==> config.mk <==
export PLATFORM = sky130hd
export DESIGN_NAME = instr_fetch_unit
export DESIGN_NICKNAME = d
export VERILOG_FILES = /design/src/rtl/instr_fetch_unit.sv
export SDC_FILE = /design/constraint.sdc
export NUM_CORES = 1
export LEC_CHECK = 0
export CAP_MARGIN = 20
export CORE_UTILIZATION = 47
export DETAILED_ROUTE_END_ITERATION = 8
export HOLD_SLACK_MARGIN = 0.05
export PLACE_DENSITY = 0.75
export SLEW_MARGIN = 30
export SYNTH_ARGS = -nofsm -noshare
export SYNTH_HDL_FRONTEND = slang
export SYNTH_SLANG_ARGS = --single-unit
export TNS_END_PERCENT = 20
==> constraint.sdc <==
create_clock -name clk -period 4.6 [get_ports clk]
set_clock_uncertainty 0.05 [all_clocks]
set_input_delay 0.92 -clock clk [delete_from_list [all_inputs] [get_ports clk]]
set_output_delay 0.92 -clock clk [all_outputs]
set_load 0.01 [all_outputs]
==> src/rtl/instr_fetch_unit.sv <==
// Fetch stage: owns the fetch PC, issues in-order word reads to instruction memory,
// buffers returned words in a small FIFO and hands {pc, instruction} to decode.
//
// state | meaning
// BOOT  | one idle cycle after reset, redirects ignored
// RUN   | issuing requests while outstanding + buffered < DEPTH
// FLUSH | waiting for responses to stale requests to drain, no issue
module instr_fetch_unit #(
    parameter logic [31:0] RESET_PC = 32'h0000_0000,
    parameter int          DEPTH    = 2
) (
    input  logic        clk,
    input  logic        reset,
    output logic        imem_req_valid,
    output logic [29:0] imem_req_addr,
    input  logic        imem_req_ready,
    input  logic        imem_rsp_valid,
    input  logic [31:0] imem_rsp_data,
    input  logic        redirect_valid,
    input  logic [31:0] redirect_pc,
    output logic        inst_valid,
    output logic [31:0] inst_pc,
    output logic [31:0] inst_data,
    input  logic        inst_ready
);

    localparam int CW = $clog2(DEPTH + 1);
    localparam int PW = $clog2(DEPTH);
    localparam logic [CW:0] CAP = (CW + 1)'(DEPTH);

    typedef enum logic [1:0] {BOOT, RUN, FLUSH} state_t;

    state_t        state_q, state_d;
    logic [31:0]   fetch_pc_q;
    logic [CW-1:0] outstanding_q, outstanding_next;
    logic [CW-1:0] drop_q, drop_next;
    logic [CW-1:0] count_q;
    logic [PW-1:0] fifo_rd_q, fifo_wr_q;
    logic [PW-1:0] ifq_rd_q, ifq_wr_q;
    logic [CW:0]   occupancy_total;

    logic [31:0] fifo_pc   [DEPTH];
    logic [31:0] fifo_data [DEPTH];
    logic [31:0] ifq_pc    [DEPTH];

    logic redirect_take, req_fire, rsp_fire, rsp_keep, pop_fire;

    function automatic logic [PW-1:0] ptr_inc(input logic [PW-1:0] p);
        return (p == PW'(DEPTH - 1)) ? '0 : p + PW'(1);
    endfunction

    assign redirect_take    = redirect_valid && (state_q != BOOT);
    assign req_fire         = imem_req_valid && imem_req_ready;
    assign rsp_fire         = imem_rsp_valid && (outstanding_q != '0);
    // A response arriving with a redirect belongs to the old stream and is dropped.
    assign rsp_keep         = rsp_fire && (drop_q == '0) && !redirect_take;
    assign pop_fire         = inst_valid && inst_ready;
    assign occupancy_total  = {1'b0, outstanding_q} + {1'b0, count_q};
    assign outstanding_next = outstanding_q + CW'(req_fire) - CW'(rsp_fire);

    always_comb begin
        drop_next = drop_q;
        if (redirect_take) begin
            drop_next = outstanding_next;
        end else if (rsp_fire && (drop_q != '0)) begin
            drop_next = drop_q - CW'(1);
        end
    end

    always_comb begin
        state_d        = state_q;
        imem_req_valid = 1'b0;
        unique case (state_q)
            BOOT: state_d = RUN;
            RUN: begin
                imem_req_valid = !redirect_valid && (occupancy_total < CAP);
                if (redirect_valid) begin
                    state_d = (outstanding_next != '0) ? FLUSH : RUN;
                end
            end
            FLUSH: begin
                if (redirect_valid) begin
                    state_d = (outstanding_next != '0) ? FLUSH : RUN;
                end else if (drop_next == '0) begin
                    state_d = RUN;
                end
            end
            default: state_d = BOOT;
        endcase
    end

    always_ff @(posedge clk) begin
        if (reset) begin
            state_q       <= BOOT;
            fetch_pc_q    <= RESET_PC;
            outstanding_q <= '0;
            drop_q        <= '0;
            count_q       <= '0;
            fifo_rd_q     <= '0;
            fifo_wr_q     <= '0;
            ifq_rd_q      <= '0;
            ifq_wr_q      <= '0;
        end else begin
            state_q       <= state_d;
            outstanding_q <= outstanding_next;
            drop_q        <= drop_next;
            if (redirect_take) begin
                fetch_pc_q <= redirect_pc & 32'hFFFF_FFFC;
            end else if (req_fire) begin
                fetch_pc_q <= fetch_pc_q + 32'd4;
            end
            if (req_fire) ifq_wr_q <= ptr_inc(ifq_wr_q);
            if (rsp_fire) ifq_rd_q <= ptr_inc(ifq_rd_q);
            if (redirect_take) begin
                count_q   <= '0;
                fifo_rd_q <= '0;
                fifo_wr_q <= '0;
            end else begin
                count_q <= count_q + CW'(rsp_keep) - CW'(pop_fire);
                if (rsp_keep) fifo_wr_q <= ptr_inc(fifo_wr_q);
                if (pop_fire) fifo_rd_q <= ptr_inc(fifo_rd_q);
            end
        end
    end

    // Storage needs no reset: occupancy and pointers qualify every read.
    always_ff @(posedge clk) begin
        if (req_fire) begin
            ifq_pc[ifq_wr_q] <= fetch_pc_q;
        end
        if (rsp_keep) begin
            fifo_pc[fifo_wr_q]   <= ifq_pc[ifq_rd_q];
            fifo_data[fifo_wr_q] <= imem_rsp_data;
        end
    end

    assign imem_req_addr = fetch_pc_q[31:2];
    assign inst_valid    = (count_q != '0);
    assign inst_pc       = inst_valid ? fifo_pc[fifo_rd_q] : '0;
    assign inst_data     = inst_valid ? fifo_data[fifo_rd_q] : '0;

endmodule

After elaboration in Yosys (flattened, before gate mapping)
Memory sizes are Yosys's and may differ from the RTL's. A register that Yosys moved wholly into a read port is not among the register bits.
Cells that the tools add are included.
{"block": "word_totals", "latch_bits": 0, "mem_bits_rw": 192, "romBits": 0, "elab_cells": 76, "regBits": 44, "n_memories": 3}
{"name": "fifo_data", "depth": 2, "word_bits": 32, "read_ports": 1, "rd_clocked_by_memory_dff": 1, "write_ports": 1, "line": "43", "rtl": "logic [31:0] fifo_data [DEPTH];"}
{"name": "fifo_pc", "depth": 2, "word_bits": 32, "read_ports": 1, "rd_clocked_by_memory_dff": 1, "write_ports": 1, "line": "42", "rtl": "logic [31:0] fifo_pc [DEPTH];"}
{"name": "ifq_pc", "depth": 2, "word_bits": 32, "read_ports": 1, "rd_clocked_by_memory_dff": 1, "write_ports": 1, "line": "44", "rtl": "logic [31:0] ifq_pc [DEPTH];"}
{"block": "op_classes", "n_eq_ne": 4, "muxes": 26, "n_reduce_logical": 21, "div_mod_pow": 0, "magnitude_cmp": 1, "addsub": 11, "mul": 0, "shifts": 0, "bitwise": 0}
{"op": "$mux W32", "n": 4}
{"op": "$add A32 B3 Y32 const B", "n": 1}
{"op": "$mux W1", "n": 15}
{"op": "$mux W2", "n": 6}
{"op": "$reduce_bool A2 Y1", "n": 6}
{"op": "$logic_and A1 B1 Y1", "n": 8}
{"op": "$logic_not A2 Y1", "n": 3}
{"op": "$pmux W2 S3", "n": 1}
{"op": "$add A1 B1 Y1 const B", "n": 4}
{"op": "$add A2 B1 Y2", "n": 2}
{"op": "$sub A2 B1 Y2", "n": 2}
{"op": "$add A2 B2 Y3", "n": 1}
{"op": "$lt A3 B2 Y1 const B", "n": 1}
{"op": "$ne A3 B3 Y1 const B", "n": 1}
{"op": "$eq A2 B1 Y1 const B", "n": 1}
{"op": "$eq A2 B2 Y1 const B", "n": 1}
{"op": "$logic_not A1 Y1", "n": 2}
{"op": "$ne A2 B2 Y1 const B", "n": 1}
{"op": "$reduce_and A2 Y1", "n": 1}
{"op": "$reduce_or A2 Y1", "n": 1}
{"op": "$sub A2 B1 Y2 const B", "n": 1}

Longest topological paths before layout
Gate-level depths: netlist of run 1.
{"block": "depth", "depth_word": 12, "mapped_depth": 15, "ltp_nobuf": 13}

Worst setup path after synthesis of run 1
No wires, ideal clock.
{"block": "synth_timing", "kind": "input to register", "from": "in redirect_valid", "to": "mem fifo_data[0][0], enable pin", "setup_time_ps": 482, "arrival_time_ps": 4375, "slack_ps": -307, "n_path_buf": 2, "stages": 5, "cell_sequence": "buf_2 -> o21ai_1 -> clkbuf_1 -> nand3_1 -> nor2_1"}
{"block": "synth_via", "elab_chain_cells": 5}
{"item": "from (decl)", "line": "19", "rtl": "input logic redirect_valid,"}
{"item": "$logic_and A1 B1 Y1", "line": "52", "rtl": "assign redirect_take = redirect_valid && (state_q != BOOT);"}
{"item": "$logic_not A1 Y1", "line": "56", "rtl": "assign rsp_keep = rsp_fire && (drop_q == '0) && !redirect_take;"}
{"item": "$logic_and A1 B1 Y1", "line": "56"}
{"item": "$mux W1", "line": "131", "rtl": "if (rsp_keep) begin"}
{"item": "$mux W1 (implied by the code)", "line": "133", "rtl": "fifo_data[fifo_wr_q] <= imem_rsp_data;"}
{"item": "to (decl)", "line": "43"}
Every way passes these cells.

Worst setup path after layout of run 1
{"block": "layout_timing", "from": "reg count_q[0]", "to": "reg state_q[1]"}
{"block": "layout_via", "elab_chain_cells": 11}
{"item": "from (decl)", "line": "37", "rtl": "logic [CW-1:0] count_q;"}
{"item": "from (signal assigned)", "line": "119", "rtl": "count_q <= count_q + CW'(rsp_keep) - CW'(pop_fire);"}
{"item": "$add A2 B2 Y3 (*)", "line": "58", "rtl": "assign occupancy_total = {1'b0, outstanding_q} + {1'b0, count_q};"}
{"item": "$lt A3 B2 Y1 (*)", "line": "76", "rtl": "imem_req_valid = !redirect_valid && (occupancy_total < CAP);"}
{"item": "$logic_and A1 B1 Y1 (*)", "line": "76"}
{"item": "$mux W1 (*)", "line": "73", "rtl": "unique case (state_q)"}
{"item": "$logic_and A1 B1 Y1 (*)", "line": "53", "rtl": "assign req_fire = imem_req_valid && imem_req_ready;"}
{"item": "$add A2 B1 Y2 (*)", "line": "59", "rtl": "assign outstanding_next = outstanding_q + CW'(req_fire) - CW'(rsp_fire);"}
{"item": "$sub A2 B1 Y2 (*)", "line": "59"}
{"item": "$reduce_bool A2 Y1 / $mux W2 (equally long branches)", "line": "78, 83, 63"}
{"item": "$mux W2 / $logic_not A2 Y1 (equally long branches)", "line": "78, 83, 84"}
{"item": "$mux W2 (tied with other cells)", "line": "82", "rtl": "if (redirect_valid) begin"}
{"item": "$pmux W2 S3 / $reduce_and A2 Y1 (equally long branches)"}
{"item": "to (signal assigned)", "line": "104", "rtl": "state_q <= state_d;"}
{"item": "to (decl)", "line": "33", "rtl": "state_t state_q, state_d;"}
Every way passes the cells marked *; elsewhere a longest branch is shown, timed or not. The select of a mux whose other input is x is not followed.
A chain may end at the register's enable or synchronous reset.

==> metrics.log, run 1 <==
[metrics] result of the run: completed
[metrics] vias in the first global route: 5,945
[metrics] number of slew-limit violations in the final report: 0
[metrics] mean post-synth cell area: 14.1 µm²
[metrics] Final setup viols: 0
[metrics] global-route total usage across every layer: 0.199
[metrics] simple-gate area share of the yosys netlist: 0.114
[metrics] area taken by flip-flops and latches: 0.00641 mm²
[metrics] Antenna Cells: 0
[metrics] clock tree from TritonCTS: done
[metrics] number of gates resized after cts: 0
[metrics] die extent in x: 143 µm
[metrics] maximum fanout count along the critical path: 7
[metrics] Initial Util: 0.481
[metrics] GP Congestion: 0.843
[metrics] final core utilization: 0.617
[metrics] WP data arrival: 4.01 ns
[metrics] most frequent cell after synthesis: sky130_fd_sc_hd__edfxtp_1
[metrics] portion of total power attributed to sequential cells: 0.449
[metrics] total clock buffers created by CTS: 23
[metrics] largest net degree at the start of global routing: 63
[metrics] top achievable clock speed: 272 MHz
[metrics] wire length after detailed routing: 20,500 µm
[metrics] Leakage: 3.90 nW
[metrics] compound-gate portion of the synthesized area: 0.0468
[metrics] share of the clock period used by the worst path after layout: 0.800
[metrics] post-layout net count: 907
[metrics] transition at the pin with the smallest max-transition slack: 0.906 ns
[metrics] portion of total power attributed to the clock network: 0.281
[metrics] maximum count of clock buffers along a single path: 3
[metrics] share of synthesized flip-flops with an asynchronous set or reset: 0
[metrics] number of sinks handled by clock tree synthesis: 228
[metrics] clock root buffer master: sky130_fd_sc_hd__clkbuf_16
[metrics] Post-Place Setup Slack: 0.551 ns
[metrics] final period demand of the worst path: 3.68 ns
[metrics] # Max-Cap Violations: 0
[metrics] DRC marker count from the first detailed-route iteration: 399
[metrics] Max transition margin: 0.394
[metrics] count of hold-fix buffers inserted at cts: 0
[metrics] worst setup path startpoint: count_q[0]
[metrics] combined area of all synthesized cells: 0.00939 mm²
[metrics] Buffers on Ports: 161
[metrics] fraction of synthesized area in multiplexers: 0.105
[metrics] number of post-CTS setup repair buffers: 0
[metrics] Max IR drop VDD: 356 µV
[metrics] part of the Yosys area used for sequential elements: 0.682
[metrics] drt first pass iters: 5
[metrics] final number of hold-violating endpoints: 0
[metrics] clock latency on the worst-skew pair: 0.51 ns
[metrics] count of pins on the block boundary: 166
[metrics] area share of fa/ha/maj cells after synthesis: 0.0101
[metrics] number of fill cells in the layout: 1,495
[metrics] placed wire-length estimate after detailed placement: 13,600 µm
[metrics] Yosys warning count: 0
[metrics] Comb power frac: 0.270
[metrics] portion of synthesized cell area occupied by the leading cell type: 0.588
[metrics] first-pass GRT wire length: 31,200 µm
[metrics] switching part of the total power: 0.295
[metrics] type of the most critical hold path: register to register
[metrics] antenna violations before repair: 0
[metrics] cell taking the most area after synthesis: sky130_fd_sc_hd__edfxtp_1
[metrics] source of the worst hold timing path: fetch_pc_q[31]
[metrics] overall die height: 143 µm
[metrics] critical path type: register to register
[metrics] number of instances in the synthesized netlist: 665
[metrics] number of vias after detailed routing: 6,015
[metrics] endpoint kind of the worst setup timing path: register
[metrics] area of the placeable core: 0.0195 mm²
[metrics] power spent charging and discharging nets: 1.88 mW
[metrics] DIE AREA: 0.0205 mm²
[metrics] vias per inst: 5.41
[metrics] FF+latch count, synth: 228
[metrics] worst hold path stage count: 0
[metrics] design internal power: 4.48 mW
[metrics] area grow syn2layout: 28.2%
[metrics] xor/xnor share of the synthesized area: 0.0177
[metrics] combined area of the multi-input logic cells: 0.00279 mm²
[metrics] EDFF count, synth: 184
[metrics] Clk pin slew, worst setup/hold paths: 0.06 ns
[metrics] worst endpoint required time: 4.93 ns
[metrics] reg2reg start: count_q[0]
[metrics] Total Power: 6.35 mW
[metrics] Cell variety after synth: 61
[metrics] largest family of logic cells by synthesized area: simple AND/OR/NAND/NOR gates
[metrics] DR DRC count: 0
[metrics] number of nets with antenna violations after detailed routing: 0
[metrics] fraction of layout cells with a size suffix above 1: 0.124
[metrics] worst setup margin: 0.919 ns
[metrics] WL/cell: 18.5 µm
[metrics] total congestion overflow after global routing: 0
[metrics] pwr dens: 528 mW/mm²
[metrics] FF-to-FF path depth: 13
[metrics] list of most frequent post-synthesis cells: sky130_fd_sc_hd__edfxtp_1 (184), sky130_fd_sc_hd__nor2_1 (103), sky130_fd_sc_hd__mux2i_1 (64), sky130_fd_sc_hd__dfxtp_1 (44), sky130_fd_sc_hd__mux2_2 (31)
[metrics] unrepaired setup endpoints after global routing: no
[metrics] prevailing post-synth register cell: sky130_fd_sc_hd__edfxtp_1
[metrics] H-tree depth: 1
[metrics] synth top area cells: sky130_fd_sc_hd__edfxtp_1 (59%), sky130_fd_sc_hd__dfxtp_1 (9.4%), sky130_fd_sc_hd__mux2i_1 (6.8%)
[metrics] Final Hold Slack: 0.478 ns
[metrics] placement row count: 51
[metrics] category of the worst setup path launch point: register
-- path summary, 6_finish.rpt --
check	endpoint	slack, ns
max	state_q[1]	0.92
min	ifq_pc[1][31]	0.48
max reg2reg	state_q[1]	0.92
min reg2reg	ifq_pc[1][31]	0.48
-- per-layer routing --
layer	track usage	wire (µm)	vias up
met3	0.0427	1530	37
li1	-	-	2820
met2	0.346	9980	240
met1	0.245	8480	2918
met4	0.0728	534	0
met5	0	0	-
-- registers in the layout, indices dropped and copies added, names as in the netlist, named ones only --
signal and flops:
ifq_wr_q 1, count_q 2, ifq_rd_q 1, fifo_data 64, outstanding_q 2, fetch_pc_q 30, drop_q 2, state_q 2
fifo_pc 60, fifo_wr_q 1, fifo_rd_q 1, ifq_pc 60
-- cell families after synthesis --
logic type      Yosys count
buf+inv                  49
fa+ha+maj                 7
compound gates           62
other cells               1
xor+xnor                 19
simple gates            204
mux                      95
flops                   228
-- power groups by stage --
stage	registers, mW	logic (mW)	clock network [mW]
6_report	2.85	1.72	1.78
5_1_grt	2.88	1.87	1.89
4_1_cts	2.85	1.73	1.81
3_5_place_dp	2.89	1.72	0
3_3_place_gp	2.87	1.67	0
2_1_floorplan	2.82	0.990	0
-- critical path, stage by stage (launching register included) --
cell and delay (ns):
sky130_fd_sc_hd__dfxtp_1 0.40, sky130_fd_sc_hd__and2_1 0.18, sky130_fd_sc_hd__fa_1 0.47, sky130_fd_sc_hd__nor3b_2 0.33, sky130_fd_sc_hd__and2_1 0.39, sky130_fd_sc_hd__inv_2 0.07, sky130_fd_sc_hd__ha_1 0.28, sky130_fd_sc_hd__inv_1 0.04
sky130_fd_sc_hd__ha_1 0.18, sky130_fd_sc_hd__xnor2_1 0.18, sky130_fd_sc_hd__xnor2_1 0.13, sky130_fd_sc_hd__o21ai_0 0.38, sky130_fd_sc_hd__nor4b_1 0.09, sky130_fd_sc_hd__or3_1 0.38
-- through the flow --
step           area [µm²]  std cells  setup TNS (ns)
2_1_floorplan        9390        666          -38.07
3_5_place_dp        11300       1070               0
5_1_grt             12000       1112               0
6_report            12000       1112               0
4_1_cts             12000       1112               0
3_3_place_gp        11300       1070               0
-- area by class of cell --
cell class              count  area share
multi-input cells         389       0.232
inverters                  12     0.00374
well taps                 265      0.0275
clock inverters             8     0.00405
clock buffers              34      0.0571
flip-flops and latches    228       0.532
repair buffers            176       0.143
-- cell usage in the layout, fill, tap and decap left out, types with 14 or more instances in the layout --
master                            netlist  final
sky130_fd_sc_hd__a211oi_1              14     14
sky130_fd_sc_hd__buf_4                  4     15
sky130_fd_sc_hd__clkbuf_16              0     24
sky130_fd_sc_hd__clkdlybuf4s50_1        0    161
sky130_fd_sc_hd__dfxtp_1               44     43
sky130_fd_sc_hd__edfxtp_1             184    184
sky130_fd_sc_hd__mux2_2                31     31
sky130_fd_sc_hd__mux2i_1               64     64
sky130_fd_sc_hd__nand2_1               19     19
sky130_fd_sc_hd__nor2_1               103     99
sky130_fd_sc_hd__nor3_1                18     18
sky130_fd_sc_hd__xnor2_1               17     17
Note: power is estimated with default switching activity, not from simulation.
==> run 2: changes to the inputs <==
Settings changed: PLACE_DENSITY 0.75 to 0.72.
Clock period 4.6 ns to 3.5 ns, I/O delays scaled along.
==> metrics.log, run 2 (synthesis results as in run 1) <==
[metrics] DIE AREA: 0.0205 mm²
[metrics] number of sinks handled by clock tree synthesis: 228
[metrics] global-route total usage across every layer: 0.205
[metrics] drt first pass iters: 4
[metrics] result of the run: completed
[metrics] overall die height: 143 µm
[metrics] Total Power: 8.48 mW
[metrics] max reg flops: 64
[metrics] DR DRC count: 0
[metrics] final period demand of the worst path: 3.22 ns
[metrics] category of the worst setup path launch point: register
[metrics] Buf+Inv Stages, Crit Path: 1
[metrics] Leakage: 3.97 nW
[metrics] Slowest Stage Delay on Critical Path: 0.59 ns
[metrics] count of pins on the block boundary: 166
[metrics] placed wire-length estimate after detailed placement: 14,500 µm
[metrics] endpoint kind of the worst setup timing path: output pin
[metrics] unrepaired setup endpoints after global routing: no
[metrics] Max IR drop VDD: 388 µV
[metrics] clock latency on the worst-skew pair: 0.50 ns
[metrics] FF-to-FF path depth: 13
[metrics] critical path type: register to output pin
[metrics] Initial Util: 0.481
[metrics] Critical Path Slowest Stage Cell: sky130_fd_sc_hd__clkdlybuf4s50_1
[metrics] Critical Path, Cell by Cell: and2_1, fa_1, nor4_1, clkdlybuf4s50_1
[metrics] Top reg by flops: fifo_data
[metrics] type of the most critical hold path: register to register
[metrics] maximum count of clock buffers along a single path: 3
[metrics] largest net degree at the start of global routing: 63
[metrics] transition at the pin with the smallest max-transition slack: 0.851 ns
[metrics] H-tree depth: 1
[metrics] share of the clock period used by the worst path after layout: 0.919
[metrics] Post-Place Setup Slack: 0.124 ns
[metrics] first-pass GRT wire length: 32,100 µm
[metrics] Worst path top cell family by delay: buffers and inverters
[metrics] Antenna Cells: 0
[metrics] post-route insts no fill: 1,121
[metrics] registers with the most flip-flops: fifo_data: 64 flops, fifo_pc: 60 flops, ifq_pc: 60 flops
[metrics] Final Hold Slack: 0.463 ns
[metrics] worst hold path stage count: 2
[metrics] area of the placeable core: 0.0195 mm²
[metrics] maximum fanout count along the critical path: 3
[metrics] top achievable clock speed: 311 MHz
[metrics] total congestion overflow after global routing: 0
[metrics] commonest non-fill, non-tap cells in the layout: sky130_fd_sc_hd__edfxtp_1 (184), sky130_fd_sc_hd__clkdlybuf4s50_1 (161), sky130_fd_sc_hd__nor2_1 (99)
[metrics] final number of hold-violating endpoints: 0
[metrics] placement row count: 51
[metrics] wire length after detailed routing: 20,900 µm
[metrics] # Max-Cap Violations: 0
[metrics] Max transition margin: 0.431
[metrics] die extent in x: 143 µm
[metrics] count of hold-fix buffers inserted at cts: 0
[metrics] GP Congestion: 0.925
[metrics] DRC marker count from the first detailed-route iteration: 240
[metrics] post-layout net count: 919
[metrics] vias per inst: 5.35
[metrics] Final setup viols: 0
[metrics] area grow syn2layout: 30.1%
[metrics] most common cell after layout, fill and taps aside: sky130_fd_sc_hd__edfxtp_1
[metrics] fraction of layout cells with a size suffix above 1: 0.133
[metrics] Clk pin slew, worst setup/hold paths: 0.06 ns
[metrics] number of nets with antenna violations after detailed routing: 0
[metrics] WP data arrival: 2.47 ns
[metrics] number of gates resized after cts: 0
[metrics] number of vias after detailed routing: 5,992
[metrics] number of post-CTS setup repair buffers: 0
[metrics] worst setup margin: 0.284 ns
[metrics] Buffers on Ports: 161
[metrics] final core utilization: 0.626
[metrics] clock tree from TritonCTS: done
[metrics] clock root buffer master: sky130_fd_sc_hd__clkbuf_16
[metrics] pwr dens: 694 mW/mm²
[metrics] vias in the first global route: 5,938
[metrics] number of slew-limit violations in the final report: 0
[metrics] WL/cell: 18.6 µm
[metrics] placed cell count: 1,082
[metrics] worst endpoint required time: 2.75 ns
[metrics] total clock buffers created by CTS: 23
[metrics] antenna violations before repair: 0
[metrics] number of gates on the worst path with buffers counted: 4
-- run 2: changes by cell type in the layout (fill, tap and decap cells not counted) --
cell,delta
sky130_fd_sc_hd__o21ai_0,-1
sky130_fd_sc_hd__clkinv_1,+4
sky130_fd_sc_hd__clkbuf_8,-5
sky130_fd_sc_hd__buf_12,+7
sky130_fd_sc_hd__clkbuf_1,-4
sky130_fd_sc_hd__clkinvlp_4,+2
sky130_fd_sc_hd__buf_4,+5
sky130_fd_sc_hd__clkbuf_16,-1
sky130_fd_sc_hd__o21ai_1,+1
sky130_fd_sc_hd__inv_4,-1
sky130_fd_sc_hd__inv_6,-1
sky130_fd_sc_hd__bufinv_16,+3
-- run 2: final cells by class --
type	instances	area (µm²)
fill	1491	7310
sequential	228	6410
multi-input combinational	389	2790
timing repair buffer	188	1900
clock buffer	24	579
tap	265	332
clock inverter	15	154
inverter	12	45.0
-- run 2: routing by layer --
layer,vias up,wire [µm],global-route usage
li1,2850,-,-
met1,2865,8720,0.263
met2,241,10000,0.348
met3,36,1750,0.0453
met4,0,401,0.0599
met5,-,0,0
-- run 2: stage by stage --
stage | TNS [ns] | area (µm²)
2_1_floorplan | -22.31 | 9400
3_3_place_gp | 0 | 11500
3_5_place_dp | 0 | 11500
4_1_cts | 0 | 12200
5_1_grt | 0 | 12200
6_report | 0 | 12200
-- run 2: worst reg2reg max path: cells and delay by family, from the launching register on --
kind	cells	cell delay, ns
flops	1	0.39
xor+xnor	2	0.30
buf+inv	2	0.09
compound gates	1	0.27
fa+ha+maj	3	0.90
simple gates	5	1.06
-- run 2: worst paths after layout --
check / from / to / slack, ns
worst max-delay path: count_q[0] / imem_req_valid / 0.28
worst min-delay path: ifq_rd_q / register / 0.46
worst max register to register: count_q[0] / state_q[1] / 0.32
worst min register to register: ifq_rd_q / register / 0.46
-- run 2: report_power, final --
group          internal [mW]  total [mW]  switching, mW  leakage [nW]
registers               3.41        3.73          0.317          2.04
clock network           1.42        2.38          0.966         0.357
logic                   1.16        2.36           1.20          1.57
==> run 3: changes to the inputs <==
Settings changed: CAP_MARGIN 20 to default.
==> results of run 3 <==
Final layout, timing and power as in run 2 (identical DEF).
